===== src/rtl/uart_rx_frame.sv =====
//------------------------------------------------------------------------------
// Module      : uart_rx_frame
// Description : 8N1 UART receive front end. It has a two-flop input
//               synchroniser, start-bit glitch rejection, 3-sample majority
//               voting and framing-error detection. A frame in progress is
//               shown on busy, and each good byte is announced by a one-clock
//               rxdDataReady strobe.
//               Optional macro UART_RX_PARITY_EN inserts an even-parity bit
//               between the data bits and the stop bit, and adds a
//               parityError strobe.
// Revision    : 1.0 - initial release
//------------------------------------------------------------------------------
`timescale 1ns/1ps
`default_nettype none

module uart_rx_frame #(
    parameter int CLK_FREQ   = 50000000,
    parameter int BAUD       = 9600,
    parameter int OVERSAMPLE = 16
) (
    input  logic       clk,
    input  logic       reset,
    input  logic       rxd,
    output logic [7:0] data,
    output logic       rxdDataReady,
    output logic       frameError,
    output logic       busy
`ifdef UART_RX_PARITY_EN
    ,
    output logic       parityError
`endif
);

    localparam int c_DIV  = CLK_FREQ / (BAUD * OVERSAMPLE);
    localparam int c_DIVW = (c_DIV > 1) ? $clog2(c_DIV) : 1;
    localparam int c_SCW  = $clog2(OVERSAMPLE);

    localparam logic [c_DIVW-1:0] c_DIV_MAX  = c_DIVW'(c_DIV - 1);
    localparam logic [c_SCW-1:0]  c_SC_LAST  = c_SCW'(OVERSAMPLE - 1);
    localparam logic [c_SCW-1:0]  c_SC_MID   = c_SCW'(OVERSAMPLE / 2);
    localparam logic [c_SCW-1:0]  c_SC_MIDM1 = c_SCW'(OVERSAMPLE / 2 - 1);
    localparam logic [c_SCW-1:0]  c_SC_MIDM2 = c_SCW'(OVERSAMPLE / 2 - 2);

    typedef enum logic [2:0] {
        S_IDLE      = 3'd0,
        S_START     = 3'd1,
        S_DATA      = 3'd2,
        S_STOP      = 3'd3,
`ifdef UART_RX_PARITY_EN
        S_PARITY    = 3'd5,
`endif
        S_WAIT_IDLE = 3'd4
    } state_t;

    state_t            r_state;
    state_t            w_state_nxt;
    logic              r_sync1;
    logic              r_sync2;
    logic              w_rxs;
    logic [c_DIVW-1:0] r_div;
    logic              w_tick;
    logic [c_SCW-1:0]  r_sc;
    logic              r_smp_a;
    logic              r_smp_b;
    logic              w_vote;
    logic [2:0]        r_bitidx;
    logic [7:0]        r_shreg;
    logic              w_shift;
    logic              w_load;
    logic              w_ferr;
    logic              w_sc_clr;
`ifdef UART_RX_PARITY_EN
    logic              r_par;
    logic              w_par_cap;
    logic              w_perr;
`endif

    assign w_rxs  = r_sync2;
    assign w_tick = (r_state != S_IDLE) && (r_div == c_DIV_MAX);
    // Decision sample is the live one; the two earlier samples are held.
    assign w_vote = (r_smp_a & r_smp_b) | (r_smp_a & w_rxs) | (r_smp_b & w_rxs);
    assign busy   = (r_state != S_IDLE);

    // Two-flop synchroniser, reset to the idle-high line level.
    always_ff @(posedge clk or negedge reset) begin
        if (!reset) begin
            r_sync1 <= 1'b1;
            r_sync2 <= 1'b1;
        end else begin
            r_sync1 <= rxd;
            r_sync2 <= r_sync1;
        end
    end

    // State register.
    always_ff @(posedge clk or negedge reset) begin
        if (!reset) r_state <= S_IDLE;
        else        r_state <= w_state_nxt;
    end

    // Next-state and per-cycle action decode.
    always_comb begin
        w_state_nxt = r_state;
        w_shift     = 1'b0;
        w_load      = 1'b0;
        w_ferr      = 1'b0;
        w_sc_clr    = 1'b0;
`ifdef UART_RX_PARITY_EN
        w_par_cap   = 1'b0;
        w_perr      = 1'b0;
`endif
        case (r_state)
            S_IDLE: begin
                if (!w_rxs) w_state_nxt = S_START;
            end
            S_START: begin
                if (w_tick && (r_sc == c_SC_MIDM1) && w_rxs) w_state_nxt = S_IDLE;
                else if (w_tick && (r_sc == c_SC_LAST))      w_state_nxt = S_DATA;
            end
            S_DATA: begin
                if (w_tick && (r_sc == c_SC_MID)) w_shift = 1'b1;
                if (w_tick && (r_sc == c_SC_LAST) && (r_bitidx == 3'd7)) begin
`ifdef UART_RX_PARITY_EN
                    w_state_nxt = S_PARITY;
`else
                    w_state_nxt = S_STOP;
`endif
                end
            end
`ifdef UART_RX_PARITY_EN
            S_PARITY: begin
                if (w_tick && (r_sc == c_SC_MID))  w_par_cap   = 1'b1;
                if (w_tick && (r_sc == c_SC_LAST)) w_state_nxt = S_STOP;
            end
`endif
            S_STOP: begin
                if (w_tick && (r_sc == c_SC_MID)) begin
                    if (w_vote) begin
                        // Return to IDLE mid stop bit so back-to-back frames work.
                        w_state_nxt = S_IDLE;
`ifdef UART_RX_PARITY_EN
                        if (^{r_shreg, r_par}) w_perr = 1'b1;
                        else                   w_load = 1'b1;
`else
                        w_load = 1'b1;
`endif
                    end else begin
                        w_ferr      = 1'b1;
                        w_sc_clr    = 1'b1;
                        w_state_nxt = S_WAIT_IDLE;
                    end
                end
            end
            S_WAIT_IDLE: begin
                if (w_tick && w_rxs && (r_sc == c_SC_LAST)) w_state_nxt = S_IDLE;
            end
            default: w_state_nxt = S_IDLE;
        endcase
    end

    // Baud tick divider and sample counter; sc doubles as the high-run counter in WAIT_IDLE.
    always_ff @(posedge clk or negedge reset) begin
        if (!reset) begin
            r_div <= '0;
            r_sc  <= '0;
        end else if (r_state == S_IDLE) begin
            r_div <= '0;
            r_sc  <= '0;
        end else begin
            r_div <= w_tick ? '0 : r_div + c_DIVW'(1);
            if (w_sc_clr || ((r_state == S_WAIT_IDLE) && !w_rxs))
                r_sc <= '0;
            else if (w_tick)
                r_sc <= (r_sc == c_SC_LAST) ? '0 : r_sc + c_SCW'(1);
        end
    end

    // Sample capture, bit index and LSB-first shift register.
    always_ff @(posedge clk or negedge reset) begin
        if (!reset) begin
            r_smp_a  <= 1'b0;
            r_smp_b  <= 1'b0;
            r_bitidx <= 3'd0;
            r_shreg  <= 8'h00;
        end else begin
            if (w_tick && (r_sc == c_SC_MIDM2)) r_smp_a <= w_rxs;
            if (w_tick && (r_sc == c_SC_MIDM1)) r_smp_b <= w_rxs;
            if (r_state == S_IDLE)
                r_bitidx <= 3'd0;
            else if ((r_state == S_DATA) && w_tick && (r_sc == c_SC_LAST))
                r_bitidx <= r_bitidx + 3'd1;
            if (w_shift) r_shreg <= {w_vote, r_shreg[7:1]};
        end
    end

`ifdef UART_RX_PARITY_EN
    // Received parity bit, checked against the data at the stop decision.
    always_ff @(posedge clk or negedge reset) begin
        if (!reset)         r_par <= 1'b0;
        else if (w_par_cap) r_par <= w_vote;
    end

    // Parity error strobe.
    always_ff @(posedge clk or negedge reset) begin
        if (!reset) parityError <= 1'b0;
        else        parityError <= w_perr;
    end
`endif

    // Registered result strobes and output byte.
    always_ff @(posedge clk or negedge reset) begin
        if (!reset) begin
            data         <= 8'h00;
            rxdDataReady <= 1'b0;
            frameError   <= 1'b0;
        end else begin
            if (w_load) data <= r_shreg;
            rxdDataReady <= w_load;
            frameError   <= w_ferr;
        end
    end

endmodule

`default_nettype wire


===== config.mk =====
export PLATFORM = sky130hd
export DESIGN_NAME = uart_rx_frame
export DESIGN_NICKNAME = d
export VERILOG_FILES = /design/src/rtl/uart_rx_frame.sv
export SDC_FILE = /design/constraint.sdc
export NUM_CORES = 1
export LEC_CHECK = 0
export ABC_AREA = 1
export ABC_CLOCK_PERIOD_IN_PS = 1800
export CORE_ASPECT_RATIO = 1.2
export CORE_MARGIN = 10
export CORE_UTILIZATION = 45
export CTS_BUF_LIST = sky130_fd_sc_hd__clkbuf_4 sky130_fd_sc_hd__clkbuf_8
export DETAILED_ROUTE_END_ITERATION = 16
export SKIP_CTS_REPAIR_TIMING = 1
export SYNTH_ARGS = -nofsm -noshare
export SYNTH_HDL_FRONTEND = slang
export SYNTH_SLANG_ARGS = --single-unit
export TNS_END_PERCENT = 10

===== constraint.sdc =====
create_clock -name clk -period 1.8 [get_ports clk]
set_input_delay 0.54 -clock clk [delete_from_list [all_inputs] [get_ports clk]]
set_output_delay 0.54 -clock clk [all_outputs]
set_load 0.05 [all_outputs]

======== Yosys cells after proc, flatten, opt, wreduce, memory -nomap -nowiden ========
Index checks and enable logic that the tools add are counted.
Widths: inputs -> output; s select.
storage, ports and cells
  flip-flop bits (word level) ............. 41
  latch bits .............................. 0
  memory bits (writable) .................. 0
  bits in read-only memories .............. 0
  bits of input ports ..................... 3
  output and inout bits ................... 11
  word-level logic and storage cells ...... 78
  memories ................................ 0
cells by class
  add/subtract/negate cells ............... 3
  multipliers ............................. 0
  divide/modulo/power cells ............... 0
  magnitude comparators ................... 0
  equal/unequal tests ..................... 15
  shift-type cells ........................ 0
  mux-type cells .......................... 24
  bitwise logic cells ..................... 5
  reduce and logical (&&, ||, !) cells .... 19
operators by type and width
  cell                 count
  $mux 3               9
  $mux 9               2
  $mux 4               4
  $pmux 3 s5           1
  $logic_and 1x1->1    12
  $add 9x1->9 const B  1
  $eq 9x9->1 const B   1
  $eq 4x3->1 const B   2
  $eq 4x4->1 const B   2
  $mux 1               8
  $ne 2x2->1 const B   4
  $eq 3x2->1 const B   2
  $eq 3x3->1 const B   2
  $reduce_bool 3->1    2
  $reduce_and 5->1     1
  $add 4x1->4 const B  1
  $add 3x1->3 const B  1
  $and 1x1->1          3
  $eq 3x1->1 const B   1
  $logic_not 3->1      1
  $ne 3x3->1 const B   1
  $or 1x1->1           2
  $reduce_bool 2->1    1
  $logic_not 1->1      1
  $logic_or 1x1->1     1

======== Longest topological paths before layout ========
Gate-level depths: netlist of run 1.
  depth after elaboration ................. 9
  mapped depth ............................ 13
  depth with buffers taken out ............ 13

======== Worst setup path before layout of run 1 ========
OpenSTA, ideal clock, no wires.
  path kind ............................... register to register
  start ................................... register r_div[0]
  end ..................................... register data[6]
  setup time .............................. 119 ps
  arrival time ............................ 1426 ps
  required time ........................... 1681 ps
  setup slack ............................. 255 ps
  cell stages (with the launch flop) ...... 13
  path buffers ............................ 1
  cells stage by stage .................... dfrtp_1 inv_1 ha_1 nand2_1 clkinv_1 nand2_4 nor2_8 nand3_4 clkinv_4 nand3_4 buf_6 nand2_2 o21ai_2
between the ends
  cells in the longest elaborated chain, start to end .. 5
ends and longest elaborated chain
  item                      line  RTL
  start: declaration        60    logic [c_DIVW-1:0] r_div;
  start signal: assignment  170   r_div <= w_tick ? '0 : r_div + c_DIVW'(1);
  $eq 9x9->1                79    assign w_tick = (r_state != S_IDLE) && (r_div == c_DIV_MAX);
  $logic_and 1x1->1         79
  $logic_and 1x1->1         137   if (w_tick && (r_sc == c_SC_MID)) begin
  $mux 1                    137
  $mux 1                    112   case (r_state)
  end signal: assignment    217   if (w_load) data <= r_shreg;
  end: declaration          24    output logic [7:0] data,
Every way passes these cells.
A chain may end at the register's enable or synchronous reset.

======== Final worst setup path of run 1 ========
  start ................................... register r_state[0]
  end ..................................... output busy
between the ends
  cells in the longest elaborated chain, start to end .. 1
ends and longest elaborated chain
  item                      line  RTL
  start: declaration        55    state_t r_state;
  start signal: assignment  98    else r_state <= w_state_nxt;
  $reduce_bool 3->1         82    assign busy = (r_state != S_IDLE);
  end: declaration          27    output logic busy
Every way passes these cells.

==> reports/qor.txt, run 1 <==
Total area of sequential cells -> 0.00103 mm2
Post-synthesis mux area share -> 0%
Most instantiated flip-flop cell in the synthesis netlist -> sky130_fd_sc_hd__dfrtp_1
Floorplan row count -> 27
Number of standard cells in the layout, taps in and fillers out -> 324
Number of distinct library cells after synthesis -> 29
Largest family of logic cells by synthesized area -> simple AND/OR/NAND/NOR gates
Static leakage -> 0.00134 uW
Slew @ Worst Pin -> 0.403 ns
Synth Area in Simple Gates -> 29.9%
Worst vdd rail ir drop -> 0.457 mV
HPWL after detailed placement -> 3080 um
Synthesized net count -> 253
Cell internal pwr -> 1250 uW
Vias in the first global route -> 1,609
Capturing element type of the critical path -> primary output
Gate count after technology mapping -> 243
Number of iterations in the first detailed-routing pass -> 4
Reg-to-reg endpoint -> r_sc[3]
Logic pwr share -> 1.6%
Width of the die -> 82.8 um
Class of the tightest hold or removal check -> primary input to asynchronous set/reset pin
Initial antenna violation count -> 0
Post-synthesis adder-cell area fraction -> 4.59%
Placer Congestion -> 0.777
Max_cap viols -> 0
Number of enable flip-flop cells after synthesis -> 0
WS Path Type -> flop to primary output
Detailed-route DRC error count -> 0
Headroom to the max-slew limit -> 73.1%
Number of CTS-inserted buffers -> 5
Count of buffers inserted at the top-level ports -> 13
Routed wirelength normalized by instance count -> 12.8 um
Switch share -> 20.6%
Syn Area/Cell -> 8.76 um2
First-iteration detailed-routing DRC count -> 77
Fill cell instance count of the final layout -> 442
Slowest CP cell -> sky130_fd_sc_hd__dfrtp_2
CP Launch Point -> r_state[0]
Proportion of power drawn by flip-flops and latches -> 58.9%
Final hold viol count -> 0
Origin of the critical flop-to-flop path -> r_div[0]
Achievable frequency -> 0.571 GHz
Largest net degree at the start of global routing -> 19
Top-level port count -> 14
Run status -> complete, no violations
CTS H-tree depth -> 2
Post-route ant nets -> 0
Routed via count -> 1,571
Residual overflow from global routing -> 0
Footprint of the multi-input gates -> 952 um2
Global-route usage over all layers -> 11.5%
Skew final -> 0.00576 ns
Minimum setup slack among reg-to-reg paths -> 0.14 ns
Share of post-route cells with drive strength above 1 -> 21.1%
Fraction of synthesis flops using an asynchronous set or reset pin -> 100%
Fin. max-slew vios -> 0
ANT cells -> 0
Largest incremental delay on the critical path -> 0.44 ns
Area grow syn2layout -> 19.2%
Setup violators final -> 0
Clock root buffer master -> sky130_fd_sc_hd__clkbuf_8
Initial core utilization -> 46.3%
Number of instances in the placed design -> 314
Shortest clock period the worst path allows after layout -> 1.75 ns
Critical path arrival -> 1.21 ns
Clock latency at the later pin of the worst-skew pair -> 0.29 ns
Chip Height -> 95.3 um
Number of buffers on the longest clock path -> 2
Total Wirelength -> 4160 um
Setup WS post-layout -> 0.0498 ns
Largest fanout of any net on the critical path -> 10
Sink count of the clock tree -> 41
Wire length of the first global-routing pass -> 7130 um
Total power per unit cell area -> 621 mW/mm2
Sequential-to-total area share from yosys stat -> 48.3%
TritonCTS clock tree -> yes
Full die area -> 0.00789 mm2
Ordered cell list for the critical path -> nor2_4, nand2_8, buf_12
Register bit total from synthesis -> 41
Yosys warnings -> 0
Compound-gate portion of the synthesized area -> 7.52%
Setup_tns -> 0 ns
Worst setup path end -> busy
Clock power share -> 39.6%
Design Area, Final -> 0.00254 mm2
Via count normalized by instance count -> 4.85
Placeable core region -> 0.00459 mm2
CP Data Required Time -> 1.26 ns
DP Worst Slack -> 0.104 ns
Mapped cell area -> 0.00213 mm2
Placed cell areas -> 0.00241 mm2
Critical path startpoint category -> flop
Clock transition at the registers of the reported paths -> 0.07 ns
Synthesized-area fraction occupied by xor and xnor cells -> 1.23%
RSZ-0062 raised after global routing -> yes
Sw Pwr -> 324 uW
Net count reported at finish -> 275
Tcrit/Tclk final -> 97.2%
Depth of the most critical reg-to-reg path -> 13
[cells in the final DEF (no fill, tap or decap), drive strengths merged]
master,instances
nand2,65
dfrtp,39
inv,36
nor2,26
nand3,25
o21ai,22
buf,16
clkbuf,8
ha,7
a21oi,4
nor3,3
nand4,3
clkinv,3
xnor2,2
dfstp,2
maj3,1
and3,1
nand3b,1
xor2,1
clkdlybuf4s50,1
[critical path, delay by kind of cell, from the launching register on]
kind	cells	cell delay (ns)
buf+inv	1	0.17
flops	1	0.44
simple gates	2	0.30
[power groups by stage]
| stage | clock network, uW | logic, uW | registers, uW |
|---|---|---|---|
| floorplan | 0 | 0.647 | 944 |
| global placement | 0 | 26.6 | 945 |
| detailed placement | 0 | 26.6 | 945 |
| CTS | 645 | 26.5 | 927 |
| global route | 683 | 28.4 | 927 |
| finish | 623 | 24.9 | 927 |
[cells in the mapped netlist (2+ instances only)]
library cell                n  area share (%)
sky130_fd_sc_hd__a21oi_1    4            0.94
sky130_fd_sc_hd__buf_6      2             1.1
sky130_fd_sc_hd__clkinv_1   2            0.35
sky130_fd_sc_hd__dfrtp_1   39              46
sky130_fd_sc_hd__dfstp_2    2             2.5
sky130_fd_sc_hd__ha_1       7             4.1
sky130_fd_sc_hd__inv_1     35             6.2
sky130_fd_sc_hd__nand2_1   58              10
sky130_fd_sc_hd__nand2_2    2            0.59
sky130_fd_sc_hd__nand2_4    5             2.6
sky130_fd_sc_hd__nand3_1   22             5.2
sky130_fd_sc_hd__nand3_4    2             1.6
sky130_fd_sc_hd__nand4_1    3            0.88
sky130_fd_sc_hd__nor2_1    19             3.4
sky130_fd_sc_hd__nor2_2     2            0.59
sky130_fd_sc_hd__nor2_4     3             1.6
sky130_fd_sc_hd__nor2_8     2             1.9
sky130_fd_sc_hd__nor3_1     3            0.71
sky130_fd_sc_hd__o21ai_0    7             1.6
sky130_fd_sc_hd__o21ai_1    7             1.6
sky130_fd_sc_hd__o21ai_2    8             3.3
sky130_fd_sc_hd__xnor2_1    2            0.82
[state kept, by name, summed over array words and instances (netlist names)]
name and count:
data 8, frameError 1, rxdDataReady 1, r_div 9, r_shreg 8, r_smp_a 1, r_state 3, r_sync2 1
r_smp_b 1, r_bitidx 3, r_sync1 1, r_sc 4
[through the flow]
stage / hold WS (ns) / util (%) / total power (uW)
floorplan: 0.244 / - / 945
global placement: 0.346 / 52.4 / 971
detailed placement: 0.353 / 52.4 / 972
CTS: 0.171 / 54.4 / 1600
global route: 0.180 / 55.2 / 1640
finish: 0.167 / 55.2 / 1580
[cells by family (layout without fill, tap and decap cells)]
| logic type | count (synthesis) | in the layout |
|---|---|---|
| AOI/OAI and AO/OA | 26 | 26 |
| xor gates and xnor gates | 3 | 3 |
| adders and majority gates | 8 | 8 |
| buffers and inverters | 42 | 64 |
| DFF | 41 | 41 |
| and+or+nand+nor | 123 | 124 |
[worst min path at each step]
stage	start	end	slack, ns	cells past startpoint
after floorplan	reset	data[0]	0.24	0
after global placement	r_sync1	r_sync2	0.35	0
final	reset	r_shreg[1]	0.17	1
after detailed placement	r_sync1	r_sync2	0.35	0
after CTS	reset	r_bitidx[1]	0.17	1
after global routing	reset	r_shreg[1]	0.18	1
[cell type report]
class                   count  area share, %
multi-input cells         161           37.5
clock buffers               8           3.60
well taps                  58           2.86
inverters                  39           5.97
flip-flops and latches     41           40.6
repair buffers             17           9.47
[per-layer routing]
layer,global-route usage [%],wire (um),vias to the layer above,share of wire (%)
li1,-,-,809,-
met1,13.0,1890,740,45
met2,19.2,2070,16,50
met3,4.24,159,6,3.8
met4,4.33,46,0,1.1
met5,0,0,-,0
Power figures use the tool's default switching activity.
==> run 2: changes to the inputs <==
--- a/config.mk
+++ b/config.mk
@@ -9,9 +9,11 @@
 export ABC_CLOCK_PERIOD_IN_PS = 1800
 export CORE_ASPECT_RATIO = 1.2
 export CORE_MARGIN = 10
-export CORE_UTILIZATION = 45
+export CORE_UTILIZATION = 57
 export CTS_BUF_LIST = sky130_fd_sc_hd__clkbuf_4 sky130_fd_sc_hd__clkbuf_8
+export CTS_CLUSTER_DIAMETER = 50
 export DETAILED_ROUTE_END_ITERATION = 16
+export PLACE_DENSITY = 0.77
 export SKIP_CTS_REPAIR_TIMING = 1
 export SYNTH_ARGS = -nofsm -noshare
 export SYNTH_HDL_FRONTEND = slang
==> run 2 against run 1 <==
  * Register-to-register slack worse by 0.04 ns
  * Final cell count down 1.9%
  * Sequential cell count did not move
  * Design area is 0.84% lower
  * Sequential share of layout area is 0.34 points higher
  * Clock power is 44% higher
  * Fmax decreased by 0.99%
  * Non-clock buffer count did not move
  * First-iteration DRC count increased by 18%
  * Clock skew is 0.0058 ns higher
  * Combinational power grew 4%
  * Worst setup slack worse by 0.017 ns
  * Critical path type unchanged
  * Critical endpoint unchanged
  * Largest power group unchanged
==> reports/qor.txt, run 2 (synthesis gave the netlist of run 1 again) <==
Number of CTS-inserted buffers -> 5
Fin. max-slew vios -> 0
DR WL met3 -> 149 um
TritonCTS clock tree -> yes
Area grow syn2layout -> 18.2%
Placed cell areas -> 0.00232 mm2
Detailed-route DRC error count -> 0
HPWL after detailed placement -> 2650 um
Number of buffers on the longest clock path -> 2
Placeable core region -> 0.00363 mm2
Slew @ Worst Pin -> 0.350 ns
Setup violators final -> 0
Initial antenna violation count -> 0
Placer Congestion -> 0.872
Final hold viol count -> 0
Headroom to the max-slew limit -> 76.5%
Total Wirelength -> 3920 um
Met2 wire length -> 1930 um
Share of post-route cells with drive strength above 1 -> 21.8%
WS Path Type -> flop to primary output
Register with the highest flop count -> r_div
Total power per unit cell area -> 735 mW/mm2
Met1 Wirelength -> 1760 um
Post-route ant nets -> 0
Setup_tns -> 0 ns
First-iteration detailed-routing DRC count -> 91
Via count normalized by instance count -> 5.05
Capturing element type of the critical path -> primary output
Depth of the most critical reg-to-reg path -> 13
Clock transition at the registers of the reported paths -> 0.08 ns
Class of the tightest hold or removal check -> primary input to asynchronous set/reset pin
Final-layout worst hold slack -> 0.187 ns
Footprint of the multi-input gates -> 955 um2
Chip Height -> 86.9 um
CTS H-tree depth -> 2
Width of the die -> 75.8 um
Sink count of the clock tree -> 41
Critical path arrival -> 1.23 ns
Total area of sequential cells -> 0.00103 mm2
Full die area -> 0.00659 mm2
Global-route usage over all layers -> 13.5%
Fill cell instance count of the final layout -> 285
Floorplan row count -> 24
Most frequent standard cell in the layout excluding fill and tap cells -> sky130_fd_sc_hd__nand2_1
Top-level port count -> 14
Wire length of the first global-routing pass -> 7070 um
Vias in the first global route -> 1,657
Run status -> complete, no violations
Highest metal used -> met4
ANT cells -> 0
Routed wirelength normalized by instance count -> 12.3 um
Clock root buffer master -> sky130_fd_sc_hd__clkbuf_8
Flip-flop count of the largest register after layout -> 9
Count of buffers inserted at the top-level ports -> 13
Skew final -> 0.0115 ns
RSZ-0062 raised after global routing -> yes
Max_cap viols -> 0
Leading cell types in the layout, fill and taps excluded -> sky130_fd_sc_hd__nand2_1 (56), sky130_fd_sc_hd__dfrtp_1 (38), sky130_fd_sc_hd__inv_1 (34), sky130_fd_sc_hd__nand3_1 (22), sky130_fd_sc_hd__nor2_1 (19)
Worst vdd rail ir drop -> 0.552 mV
Clock latency at the later pin of the worst-skew pair -> 0.30 ns
Static leakage -> 0.00135 uW
Tcrit/Tclk final -> 98.2%
Routed via count -> 1,606
Design Area, Final -> 0.00252 mm2
Critical path startpoint category -> flop
Initial core utilization -> 58.6%
Post-layout util -> 69.2%
Largest net degree at the start of global routing -> 42
Residual overflow from global routing -> 0
Number of iterations in the first detailed-routing pass -> 4
Achievable frequency -> 0.566 GHz
Largest fanout of any net on the critical path -> 10
Shortest clock period the worst path allows after layout -> 1.77 ns
Largest registers -> r_div: 9 flops, data: 8 flops, r_shreg: 8 flops
Net count reported at finish -> 275
CP Data Required Time -> 1.26 ns
==> run 2: cell types whose count changed in the layout (fill, tap and decap cells not counted), sizes merged <==
cell    previous run  this run
bufinv             0         2
clkbuf             8         5
inv               36        37
==> run 2: metrics by stage <==
| stage | std cells | setup WS, ns | total power [uW] |
|---|---|---|---|
| 6_report | 318 | 0.0324 | 1850 |
| 5_1_grt | 318 | -0.0395 | 1910 |
| 4_1_cts | 314 | -0.000422 | 1870 |
| 3_5_place_dp | 306 | 0.137 | 972 |
| 3_3_place_gp | 306 | 0.196 | 972 |
| 2_1_floorplan | 243 | 0.255 | 945 |
==> run 2: layout make-up <==
cell class                 count  share of cell area (%)
multi-input combinational    161                    37.9
clock buffer                   5                    2.73
inverter                      39                    6.02
tap                           52                    2.59
timing repair buffer          17                    7.06
sequential                    41                    40.9
clock inverter                 3                    2.73
==> run 2: path summary, 6_finish.rpt <==
check | from | slack (ns) | to
max in group asynchronous | reset | 1.36 | r_sync1
worst min-delay path | reset | 0.19 | r_sc[2]
worst max register to register | r_div[1] | 0.10 | r_state[1]
min in group clk | r_sync1 | 0.36 | r_sync2
worst min register to register | r_sync1 | 0.36 | r_sync2
worst max-delay path | r_state[0] | 0.03 | busy
==> run 2: routing by layer <==
layer / GRT usage, % / up-vias
met1: 15.8 / 768
met5: 0 / -
met2: 22.0 / 23
li1: - / 807
met4: 6.26 / 0
met3: 4.00 / 8
==> run 2: power breakdown <==
group / internal [uW] / switching, uW / leakage (uW)
sequential: 924 / 2.20 / 0.000551
combinational: 7.41 / 18.5 / 0.000727
clock: 558 / 338 / 0.0000687
total: 1490 / 359 / 0.00135
==> run 2: critical path, stage by stage, from the launching register on <==
cell and delay [ns]:
sky130_fd_sc_hd__dfrtp_2 0.45, sky130_fd_sc_hd__nor2_4 0.20, sky130_fd_sc_hd__nand2_8 0.12, sky130_fd_sc_hd__buf_12 0.17
==> run 3: changes to the inputs <==
--- a/config.mk
+++ b/config.mk
@@ -13,7 +13,7 @@
 export CTS_BUF_LIST = sky130_fd_sc_hd__clkbuf_4 sky130_fd_sc_hd__clkbuf_8
 export CTS_CLUSTER_DIAMETER = 50
 export DETAILED_ROUTE_END_ITERATION = 16
-export PLACE_DENSITY = 0.77
+export PLACE_DENSITY_LB_ADDON = 0.25
 export SKIP_CTS_REPAIR_TIMING = 1
 export SYNTH_ARGS = -nofsm -noshare
 export SYNTH_HDL_FRONTEND = slang
==> constraint.sdc (replaced) <==
create_clock -name clk -period 1.8 [get_ports clk]
set_input_delay 0.18 -clock clk [delete_from_list [all_inputs] [get_ports clk]]
set_output_delay 0.18 -clock clk [all_outputs]
set_load 0.05 [all_outputs]
==> run 3 against run 2 <==
  * Combinational power up 2%
  * Core utilization down 2.9 points
  * Fmax up 4.7%
  * Total power down 17%
  * Routed wire length down 2.7%
  * Clock skew down 0.0036 ns
  * Design area down 4.2%
  * Final cell count down 0.31%
  * Hold slack better by 0.10 ns
  * Register-to-register slack about the same
  * Largest cell class unchanged
  * Largest power group unchanged
==> reports/qor.txt, run 3 (synthesis gave the netlist of run 1 again) <==
Leading cell types in the layout, fill and taps excluded -> sky130_fd_sc_hd__nand2_1 (58), sky130_fd_sc_hd__dfrtp_1 (39), sky130_fd_sc_hd__inv_1 (35), sky130_fd_sc_hd__nand3_1 (22), sky130_fd_sc_hd__nor2_1 (18)
TritonCTS clock tree -> yes
Total Wirelength -> 3810 um
Width of the die -> 75.8 um
Largest registers -> r_div: 9 flops, data: 8 flops, r_shreg: 8 flops
Detailed-route DRC error count -> 0
Wire length of the first global-routing pass -> 6670 um
Class of the tightest hold or removal check -> primary input to flop
Total power per unit cell area -> 640 mW/mm2
Run status -> complete, no violations
Post-layout power -> 1540 uW
Flip-flop count of the largest register after layout -> 9
Initial antenna violation count -> 0
Most prevalent standard cell on the critical path -> sky130_fd_sc_hd__nand2_1
Setup_tns -> 0 ns
Full die area -> 0.00659 mm2
Largest net degree at the start of global routing -> 29
Largest fanout of any net on the critical path -> 4
Residual overflow from global routing -> 0
Ordered cell list for the critical path -> inv_1, ha_1, nand2_1, clkinv_1, nand2_4, nor2_8, nand3_4, nand2_1, nand2_1, nor2_4, nand2_1, nand2_1, nand2_1
Total area of sequential cells -> 0.00103 mm2
Global-route usage over all layers -> 12.9%
Critical path arrival -> 1.88 ns
Sink count of the clock tree -> 41
Skew final -> 0.00795 ns
Setup violators final -> 0
Share of post-route cells with drive strength above 1 -> 15.8%
Placeable core region -> 0.00363 mm2
Number of CTS-inserted buffers -> 5
Number of instances in the placed design -> 308
Clock latency at the later pin of the worst-skew pair -> 0.30 ns
CP Data Required Time -> 1.99 ns
Register with the highest flop count -> r_div
Max_cap viols -> 0
Net count reported at finish -> 274
Clock root buffer master -> sky130_fd_sc_hd__clkbuf_8
Slew @ Worst Pin -> 0.623 ns
Initial core utilization -> 58.6%
Tcrit/Tclk final -> 93.8%
HPWL after detailed placement -> 2880 um
ANT cells -> 0
Top-level port count -> 14
WS Path Type -> flop to flop
Chip Height -> 86.9 um
Headroom to the max-slew limit -> 58.5%
Placer Congestion -> 0.885
Final hold viol count -> 0
CTS H-tree depth -> 2
Count of buffer and inverter cells on the critical path -> 2
Count of buffers inserted at the top-level ports -> 13
Shortest clock period the worst path allows after layout -> 1.69 ns
Number of buffers on the longest clock path -> 2
Static leakage -> 0.00129 uW
Fin. max-slew vios -> 0
Cell family with the largest share of critical-path delay -> simple AND/OR/NAND/NOR gates
Area grow syn2layout -> 13.2%
Via count normalized by instance count -> 5.03
Routed via count -> 1,594
Most frequent standard cell in the layout excluding fill and tap cells -> sky130_fd_sc_hd__nand2_1
Routed wirelength normalized by instance count -> 12.0 um
Post-route ant nets -> 0
First-iteration detailed-routing DRC count -> 82
Worst vdd rail ir drop -> 0.420 mV
Largest incremental delay on the critical path -> 0.41 ns
Critical path startpoint category -> flop
Achievable frequency -> 0.592 GHz
Capturing element type of the critical path -> flop
Footprint of the multi-input gates -> 923 um2
RSZ-0062 raised after global routing -> yes
Floorplan row count -> 24
Number of standard cells in the layout, taps in and fillers out -> 317
Fill cell instance count of the final layout -> 301
Clock transition at the registers of the reported paths -> 0.08 ns
Slowest CP cell -> sky130_fd_sc_hd__dfrtp_1
Number of iterations in the first detailed-routing pass -> 4
Vias in the first global route -> 1,529
==> run 3: changes by cell type in the layout (fill, tap and decap cells not counted), moves of 2 or more <==
cell                              previous run  this run
sky130_fd_sc_hd__nand2_2                     4         2
sky130_fd_sc_hd__clkdlybuf4s50_1             1        11
sky130_fd_sc_hd__nand2_1                    56        58
sky130_fd_sc_hd__buf_4                      11         4
sky130_fd_sc_hd__bufinv_16                   2         0
sky130_fd_sc_hd__clkinv_2                    0         2
sky130_fd_sc_hd__buf_12                      4         0
==> run 3: worst register-to-register path: stages (launching register included) <==
cell and delay, ns:
sky130_fd_sc_hd__dfrtp_1 0.41, sky130_fd_sc_hd__inv_1 0.07, sky130_fd_sc_hd__ha_1 0.16, sky130_fd_sc_hd__nand2_1 0.06, sky130_fd_sc_hd__clkinv_1 0.07, sky130_fd_sc_hd__nand2_4 0.06
sky130_fd_sc_hd__nor2_8 0.15, sky130_fd_sc_hd__nand3_4 0.11, sky130_fd_sc_hd__nand2_1 0.11, sky130_fd_sc_hd__nand2_1 0.10, sky130_fd_sc_hd__nor2_4 0.13, sky130_fd_sc_hd__nand2_1 0.07
sky130_fd_sc_hd__nand2_1 0.05, sky130_fd_sc_hd__nand2_1 0.04
==> run 3: layout make-up <==
class | instances | area share, %
Timing Repair Buffer | 17 | 6.44
Inverter | 39 | 6.28
Clock buffer | 5 | 2.86
Tap cell | 52 | 2.70
Multi-Input combinational cell | 160 | 38.3
Sequential cell | 41 | 42.7
Clock inverter | 3 | 0.727
==> run 3: through the flow <==
step | utilization [%] | cell area (um2) | setup slack [ns] | hold WS, ns
2_1_floorplan | - | 2130 | 0.255 | -0.116
3_3_place_gp | 63.6 | 2310 | 0.157 | 0.224
3_5_place_dp | 63.6 | 2310 | 0.125 | 0.238
4_1_cts | 66.0 | 2400 | 0.107 | -0.0862
5_1_grt | 66.3 | 2410 | -0.0116 | 0.296
6_report | 66.3 | 2410 | 0.111 | 0.292
==> run 3: routing by layer <==
layer | track usage (%) | part of all wire [%]
met4 | 6.77 | 2.8
met2 | 20.4 | 48
met3 | 3.20 | 3.1
met1 | 15.7 | 46
met5 | 0 | 0
==> run 3: worst paths after layout <==
| check | start | slack, ns | endpoint | depth (start not counted) |
|---|---|---|---|---|
| worst max-delay path | r_div[0] | 0.11 | r_state[1] | 13 |
| worst min-delay path | rxd | 0.29 | r_sync1 | 1 |
| worst max register to register | r_div[0] | 0.11 | r_state[1] | 13 |
| worst min register to register | r_sync1 | 0.36 | r_sync2 | 0 |
| max in group asynchronous | reset | 0.80 | r_shreg[6] | 3 |
| min in group asynchronous | reset | 0.42 | r_div[4] | 2 |
==> run 3: report_power, final <==
part	internal [uW]	switching [uW]	leakage [uW]
Clock	268	322	0.0000439
Sequential	924	2.48	0.000551
Combinational	7.04	19.3	0.000691
